===== src/rtl/bus_arbiter.sv =====
`default_nettype none
// ==========================================================================
// bus_arbiter : round-robin owner select driving one-hot tristate enables
// Rev 1.0
// ==========================================================================
module bus_arbiter #(
  parameter int NREQ     = 4,
  parameter int MAX_HOLD = 8
) (
  input  logic            clk_i,
  input  logic            rst_i,
  input  logic [NREQ-1:0] req_i,
  input  logic [NREQ-1:0] done_i,
  output logic [NREQ-1:0] gnt_o,
  output logic [NREQ-1:0] oe_o,
  output logic            busy_o,
  output logic            timeout_o
);

  localparam int PW = (NREQ > 1) ? $clog2(NREQ) : 1;
  localparam int HW = $clog2(MAX_HOLD + 1);
  localparam logic [PW-1:0] c_last     = PW'(NREQ - 1);
  localparam logic [HW-1:0] c_max_hold = HW'(MAX_HOLD);

  typedef enum logic [1:0] {
    S_IDLE  = 2'd0,
    S_GRANT = 2'd1,
    S_DRIVE = 2'd2,
    S_TURN  = 2'd3
  } state_t;

  state_t          state_q, state_d;
  logic [PW-1:0]   ptr_q, ptr_d;
  logic [PW-1:0]   owner_q, owner_d;
  logic [HW-1:0]   hold_q, hold_d;
  logic [NREQ-1:0] gnt_q, gnt_d;
  logic [NREQ-1:0] oe_q, oe_d;
  logic            busy_q, busy_d;
  logic            timeout_q, timeout_d;

  logic [PW-1:0]   next_ptr;
  logic [PW-1:0]   arb_base;
  logic [PW-1:0]   arb_win;
  logic            arb_any;

  function automatic logic [NREQ-1:0] onehot(input logic [PW-1:0] idx);
    logic [NREQ-1:0] v;
    v      = '0;
    v[idx] = 1'b1;
    return v;
  endfunction

  assign next_ptr = (owner_q == c_last) ? '0 : owner_q + 1'b1;
  // TURN arbitrates with the pointer it is about to commit, not the stale one.
  assign arb_base = (state_q == S_TURN) ? next_ptr : ptr_q;
  assign arb_any  = |req_i;

  always_comb begin : p_arb
    int j;
    j       = 0;
    arb_win = '0;
    for (int i = NREQ - 1; i >= 0; i--) begin
      j = (int'(arb_base) + i) % NREQ;
      if (req_i[j[PW-1:0]]) arb_win = j[PW-1:0];
    end
  end

  always_comb begin
    state_d   = state_q;
    ptr_d     = ptr_q;
    owner_d   = owner_q;
    hold_d    = hold_q;
    gnt_d     = gnt_q;
    oe_d      = oe_q;
    timeout_d = 1'b0;
    case (state_q)
      S_IDLE: begin
        gnt_d  = '0;
        oe_d   = '0;
        hold_d = '0;
        if (arb_any) begin
          owner_d = arb_win;
          gnt_d   = onehot(arb_win);
          state_d = S_GRANT;
        end
      end
      S_GRANT: begin
        if (req_i[owner_q]) begin
          oe_d    = onehot(owner_q);
          hold_d  = HW'(1);
          state_d = S_DRIVE;
        end else begin
          gnt_d   = '0;
          oe_d    = '0;
          state_d = S_TURN;
        end
      end
      S_DRIVE: begin
        if (done_i[owner_q] || !req_i[owner_q]) begin
          gnt_d   = '0;
          oe_d    = '0;
          hold_d  = '0;
          state_d = S_TURN;
        end else if (hold_q == c_max_hold) begin
          gnt_d     = '0;
          oe_d      = '0;
          hold_d    = '0;
          timeout_d = 1'b1;
          state_d   = S_TURN;
        end else begin
          hold_d = hold_q + 1'b1;
        end
      end
      S_TURN: begin
        ptr_d  = next_ptr;
        oe_d   = '0;
        hold_d = '0;
        if (arb_any) begin
          owner_d = arb_win;
          gnt_d   = onehot(arb_win);
          state_d = S_GRANT;
        end else begin
          gnt_d   = '0;
          state_d = S_IDLE;
        end
      end
      default: begin
        gnt_d   = '0;
        oe_d    = '0;
        hold_d  = '0;
        state_d = S_IDLE;
      end
    endcase
    busy_d = (state_d != S_IDLE);
  end

  always_ff @(posedge clk_i or posedge rst_i) begin
    if (rst_i) begin
      state_q   <= S_IDLE;
      ptr_q     <= '0;
      owner_q   <= '0;
      hold_q    <= '0;
      gnt_q     <= '0;
      oe_q      <= '0;
      busy_q    <= 1'b0;
      timeout_q <= 1'b0;
    end else begin
      state_q   <= state_d;
      ptr_q     <= ptr_d;
      owner_q   <= owner_d;
      hold_q    <= hold_d;
      gnt_q     <= gnt_d;
      oe_q      <= oe_d;
      busy_q    <= busy_d;
      timeout_q <= timeout_d;
    end
  end

  assign gnt_o     = gnt_q;
  assign oe_o      = oe_q;
  assign busy_o    = busy_q;
  assign timeout_o = timeout_q;

endmodule
`default_nettype wire


===== config.mk =====
export PLATFORM = sky130hd
export DESIGN_NAME = bus_arbiter
export DESIGN_NICKNAME = d
export VERILOG_FILES = /design/src/rtl/bus_arbiter.sv
export SDC_FILE = /design/constraint.sdc
export NUM_CORES = 1
export LEC_CHECK = 0
export BUFFER_PORTS_ARGS = -buffer_cell sky130_fd_sc_hd__buf_4
export CAP_MARGIN = 20
export CORE_MARGIN = 2
export CORE_UTILIZATION = 49
export CTS_CLUSTER_DIAMETER = 100
export DETAILED_ROUTE_END_ITERATION = 10
export PLACE_DENSITY = 0.74
export SETUP_SLACK_MARGIN = 0.02
export SYNTH_ARGS = -nofsm -noshare
export SYNTH_HDL_FRONTEND = slang
export SYNTH_SLANG_ARGS = --single-unit

===== constraint.sdc =====
create_clock -name clk_i -period 2.15 [get_ports clk_i]
set_clock_uncertainty 0.15 [all_clocks]
set_input_delay 0.3225 -clock clk_i [delete_from_list [all_inputs] [get_ports clk_i]]
set_output_delay 0.3225 -clock clk_i [all_outputs]
set_load 0.005 [all_outputs]

==> metrics.cfg, run 1 <==
[global_route]
grt_usage_pct = 23.7
grt_max_degree = 13
grt_pass1_wl_mm = 4.76
antenna_found_initial = 0
grt_overflow = 0
grt_pass1_vias = 1035

[die]
rows = 17
die_y_microns = 52.8
num_io_pins = 20
die_x_microns = 52.8
initial_core_util_pct = 52.2
die-area_sq_um = 2790
coreArea_sq_um = 2230

[cts]
cts_max_level = 1
cts_sinks = 20
cts_buffers = 3
clkLatencyLatePin_ps = 310
clkTransAtPathRegs_ps = 120
cts_buffer_depth = 2
cts-root-buf = clkbuf_4
cts_tree = built

[drt]
wl_mm = 2.72
drc = 0
wire_per_inst_microns = 14.7
drt-pass1-iter-count = 4
num_vias = 1018
dr.first_iter.drc_count = 27
post_drt_via_cell_ratio = 5.50
ant_nets = 0

[run]
max_cap_violations = 0

[pwr]
total_power_uw = 2140
p_leak_uw = 0.000757
p_per_area_nw_per_um2 = 1350
ir_drop_mv = 1.05

[worst_setup_path]
worstPathArrival_ps = 2290
cp.required_ps = 2230
critPathKind = reg -> reg
critPathMaxFanout = 4
critPathLaunchType = flip-flop
crit_chain = inv_2 -> ha_4 -> mux2i_4 -> mux2i_1 -> o2111ai_2 -> or3b_4 -> o31ai_2
max_stage_delay_ps = 470
end_kind = flip-flop
crit_path_top_delay_cell = dfrtp_2

[synth]
ys_types = 35
synth_edf_count = 0
synth_top_flop_cell = dfrtp_1
synth_seq_cells = 20
synth-async-reset-ratio_pct = 100
synth.avg_cell_area_sq_um = 9.97
synthesis.area_sq_um = 1170
ys_seq_area_share_pct = 42.9
synthCells = 117
yosys_warnings = 0
postSynthNetCount = 138

[finish]
diodes = 0
fin_nets = 179
drive_gt1_share_pct = 37.6
seqCellArea_sq_um = 502
syn_to_final_growth_pct = 35.7
multi_input_area_sq_um = 702
fillers = 174

[timing]
fmax_mhz = 453
hold_viol = 0
min_period_ps = 2210
rsz0062_at_grt = true
slew_viol_final = 0
finalSetupViolCount = 2
post-route-period-util_pct = 103
worstMarginPinSlew_ps = 474
slew_headroom_pct = 68.4
layout_setup_ws_ps = -57.9

[run_status]
outcome = complete, but fails checks
violations = negative setup slack

[place]
dp_hpwl_mm = 1.95
port_buffers = 19
place.gp.congestion = 0.828
pre_cts_slack_ps = -59.1

[hold_path]
hold_path.class = in -> reg

logic make-up (layout without fill, tap and decap cells):
logic type / count (synthesis) / in the layout / share of synthesized area [%]
multiplexers: 5 / 5 / 6.44
XOR/XNOR: 1 / 1 / 0.751
flip-flops: 20 / 20 / 42.9
AO/OA/AOI/OAI: 23 / 23 / 13.5
buffers and inverters: 10 / 50 / 3.33
adder cells (fa/ha/maj): 11 / 11 / 11.8
AND/OR/NAND/NOR: 47 / 47 / 21.2
final cells by class:
type                       count  share of cell area (%)
sequential                    20                    31.7
tap                           28                    2.21
clock buffer                   4                    1.66
timing repair buffer          37                    17.9
inverter                       9                    2.13
multi-input combinational     87                    44.3
timing repair:
action	in CTS	in global routing
buffers inserted	5	2
resized for setup	8	5
pin swaps	9	4
hold endpoints to repair	11	0
setup endpoints to repair	5	11
hold buffers	1	0
cell usage in the layout, fill, tap and decap left out, drive strengths merged, types with 2 or more instances in the layout:
| master | count |
|---|---|
| buf | 36 |
| nand2 | 20 |
| dfrtp | 20 |
| ha | 11 |
| inv | 9 |
| o21ai | 8 |
| nor2 | 7 |
| o31ai | 5 |
| clkbuf | 4 |
| a21oi | 3 |
| mux2i | 3 |
| or3b | 2 |
| nand4 | 2 |
| and2b | 2 |
| mux4 | 2 |
| nor2b | 2 |
| or2 | 2 |
| nor3b | 2 |
| a211oi | 2 |
cell usage after synthesis (2+ instances only):
master / count / share of area (%)
a21oi_1: 3 / 1.3
ha_1: 11 / 12
mux2i_1: 3 / 2.6
or2_1: 2 / 1.1
and2b_1: 2 / 1.3
mux4_2: 2 / 3.9
o31ai_1: 5 / 3.2
nand2_1: 20 / 6.4
nor3b_1: 2 / 1.3
dfrtp_1: 20 / 43
inv_1: 9 / 2.9
nand4_1: 2 / 1.1
a211oi_1: 2 / 1.3
o21ai_0: 7 / 3.0
nor2_1: 6 / 1.9
nor2b_1: 2 / 1.1
stage by stage:
stage	instances	utilization [%]	area, sq um	hold WS [ps]	TNS (ps)
after floorplan	117	-	1180	136	0
after detailed placement	173	63.8	1420	221	-172
final	185	70.9	1580	329	-112
after global placement	173	63.8	1420	211	0
after global routing	185	70.9	1580	348	-679
after CTS	183	69.1	1540	313	-27.0
path summary, 6_finish.rpt:
kind,from,end,slack (ps),cells after the start
worst max-delay path,owner_q[0],gnt_o[3],-60,7
worst min-delay path,req_i[2],gnt_o[0],330,4
worst max register to register,owner_q[0],gnt_o[3],-60,7
worst min register to register,gnt_o[2],gnt_o[2],340,2
max in group asynchronous,rst_i,hold_q[2],910,4
min in group asynchronous,rst_i,owner_q[1],430,3
critical path: cells and delay by family (launching register included):
family	cells	cell delay, ps
fa+ha+maj	1	210
simple gates	1	450
flops	1	470
compound gates	2	320
buf+inv	1	90
mux	2	440
sequential cells by signal, summed over array words and instances (netlist names):
| register | cells |
|---|---|
| gnt_o | 4 |
| hold_q | 4 |
| oe_o | 4 |
| owner_q | 2 |
| ptr_q | 2 |
| state_q | 2 |
| busy_o | 1 |
| timeout_o | 1 |
layer usage:
layer	track usage (%)	vias up	share of wire, %	routed length [microns]
met4	7.69	0	1.4	38
met3	2.57	6	4.2	114
li1	-	491	-	-
met1	31.0	483	43	1180
met2	40.4	38	51	1390
met5	0	-	0	0
where the power goes:
part	internal (uW)	switching [uW]	leakage, uW
clock	72.5	125	0.0000150
combinational	683	687	0.000486
sequential	494	79.0	0.000257
total	1250	891	0.000757
Power figures use the tool's default switching activity.
==> run 2, diff against run 1 <==
- RECOVER_POWER: unset -> 25
==> metrics.cfg, run 2 (same netlist as run 1, synthesis figures left out) <==
[run_status]
outcome = complete, but fails checks
violations = negative setup slack

[timing]
layout_setup_ws_ps = -55.3  ; +2.55 ps
fmax_mhz = 453  ; +0.12%
hold_viol = 0  ; unchanged
worstMarginPinSlew_ps = 471  ; -3.00 ps
min_period_ps = 2210  ; -2.55 ps
finalSetupViolCount = 2  ; unchanged
post-route-period-util_pct = 103  ; -0.12 points
slew_headroom_pct = 68.6  ; +0.20 points
rsz0062_at_grt = true
slew_viol_final = 0  ; unchanged

[global_route]
grt_pass1_wl_mm = 4.76  ; unchanged
antenna_found_initial = 0  ; unchanged
grt_use_met2_pct = 40.4  ; unchanged
grt_overflow = 0  ; unchanged
grt.busiest_layer = met2
grt_util_met1_pct = 31.0  ; unchanged
use_met3_pct = 2.57  ; unchanged
grt_usage_pct = 23.7  ; unchanged
grt_pass1_vias = 1035  ; unchanged
grt_max_degree = 13  ; unchanged

[cts]
cts_tree = built
clkTransAtPathRegs_ps = 110  ; about the same
clkLatencyLatePin_ps = 310  ; about the same
cts_max_level = 1  ; unchanged
cts_buffers = 3  ; unchanged
cts-root-buf = clkbuf_4
cts_sinks = 20  ; unchanged
cts_buffer_depth = 2  ; unchanged

[die]
die_y_microns = 52.8  ; unchanged
num_io_pins = 20  ; unchanged
rows = 17  ; unchanged
initial_core_util_pct = 52.2  ; unchanged
die-area_sq_um = 2790  ; unchanged
coreArea_sq_um = 2230  ; unchanged
die_x_microns = 52.8  ; unchanged

[worst_setup_path]
crit_buf_inv = 1  ; unchanged
worstReg2RegEnd = gnt_o[3]
max_stage_delay_ps = 470  ; about the same
critPathMaxFanout = 4  ; unchanged
end_kind = flip-flop
critPathLaunchType = flip-flop
worstPathArrival_ps = 2280  ; about the same
crit_chain = inv_2 -> ha_4 -> mux2i_4 -> mux2i_1 -> o2111ai_2 -> or3b_4 -> o31ai_2
reg2reg_depth = 7  ; unchanged
reg2reg_from = owner_q[0]
crit_path_top_delay_cell = dfrtp_2
cp.required_ps = 2230  ; about the same
critPathKind = reg -> reg
rrSetupSlack_ps = -60  ; about the same
path_delay_family = flip-flops

[pwr]
switching_share_pct = 41.6  ; about the same
seq_power_share_pct = 26.8  ; about the same
p_int_uw = 1250  ; about the same
total_power_uw = 2140  ; about the same
p_per_area_nw_per_um2 = 1350  ; about the same
ir_drop_mv = 1.05  ; about the same
p_leak_uw = 0.000757  ; about the same
pwr-share-comb_pct = 64.0  ; about the same
clock_power_share_pct = 9.2  ; about the same
p_sw_uw = 891  ; about the same

[drt]
dr.first_iter.drc_count = 27  ; unchanged
drt-pass1-iter-count = 4  ; unchanged
post_drt_via_cell_ratio = 5.51  ; about the same
ant_nets = 0  ; unchanged
drc = 0  ; unchanged
wire_per_inst_microns = 14.7  ; about the same
wl_mm = 2.72  ; about the same
num_vias = 1019  ; +0.098%

[finish]
final_cell_mix = buf_4 (34), nand2_1 (20), dfrtp_1 (19)
diodes = 0  ; unchanged
final_common_cell = buf_4
drive_gt1_share_pct = 37.6  ; unchanged
fillers = 174  ; unchanged
fin_nets = 179  ; unchanged
syn_to_final_growth_pct = 35.7  ; unchanged
multi_input_area_sq_um = 702  ; unchanged
finalInstanceArea_sq_um = 1580  ; unchanged
seqCellArea_sq_um = 502  ; unchanged
fin_util_pct = 70.9  ; unchanged
stdcell_count = 185  ; unchanged

[hold_path]
hold_path.class = in -> reg
min_to = gnt_o[0]
whs_path_depth = 4  ; unchanged
worstHoldStart = req_i[2]

[place]
dp_hpwl_mm = 1.95  ; unchanged
placed_area_sq_um = 1420  ; unchanged
place.gp.congestion = 0.828  ; unchanged
placedCellCount = 173  ; unchanged
pre_cts_slack_ps = -59.1  ; unchanged
port_buffers = 19  ; unchanged

[run]
max_cap_violations = 0  ; unchanged

==> run 2: changes by cell type in the layout (fill, tap and decap cells not counted), sizes merged <==
cell / change
clkbuf: +1
buf: -1
==> run 2: metrics by stage <==
| stage | setup TNS, ps | hold WS [ps] |
|---|---|---|
| after global placement | 0 | 211 |
| after global routing | -679 | 348 |
| after floorplan | 0 | 136 |
| after detailed placement | -172 | 221 |
| after CTS | -27.0 | 313 |
| final | -109 | 330 |
==> run 2: worst max-delay path by stage <==
stage	cells after the start	slack (ps)	startpoint	end
5_1_grt	7	-160	owner_q[0]	gnt_o[3]
6_report	7	-60	owner_q[0]	gnt_o[3]
4_1_cts	7	-30	owner_q[1]	gnt_o[1]
2_1_floorplan	7	30	owner_q[0]	gnt_o[1]
3_3_place_gp	8	20	owner_q[0]	gnt_o[1]
3_5_place_dp	7	-60	owner_q[1]	gnt_o[1]
==> run 2: layout make-up <==
class                           count  share of cell area, %
Timing Repair Buffer               37                   17.9
Clock buffer                        4                   1.66
Sequential cell                    20                   31.7
Tap cell                           28                   2.21
Inverter                            9                   2.13
Multi-Input combinational cell     87                   44.3
==> run 2: timing repair <==
action | CTS | global route
pin swaps | 9 | 4
cloned | 0 | 0
hold buffers | 1 | 0
endpoints found under the hold margin | 11 | 0
setup endpoints to repair | 5 | 11
buffers inserted | 5 | 2
resized for setup | 8 | 5
==> run 2: per-layer routing <==
layer | routed length, microns | share of wire (%)
met1 | 1190 | 44
met2 | 1380 | 51
met3 | 114 | 4.2
met4 | 38 | 1.4
met5 | 0 | 0
==> run 2: worst reg2reg max path, delay by kind of cell, from the launching register on <==
| kind | cells | cell delay (ps) |
|---|---|---|
| DFF | 1 | 470 |
| and+or+nand+nor | 1 | 450 |
| muxes | 2 | 440 |
| AOI/OAI and AO/OA | 2 | 320 |
| adders and majority gates | 1 | 210 |
| buffers and inverters | 1 | 90 |
==> run 2: power by group through the flow <==
| stage | clock network [uW] | logic [uW] | registers (uW) |
|---|---|---|---|
| after floorplan | 0 | 697 | 579 |
| after global placement | 0 | 1040 | 562 |
| after detailed placement | 0 | 1070 | 571 |
| after CTS | 198 | 1260 | 574 |
| after global routing | 217 | 1520 | 589 |
| final | 197 | 1370 | 573 |
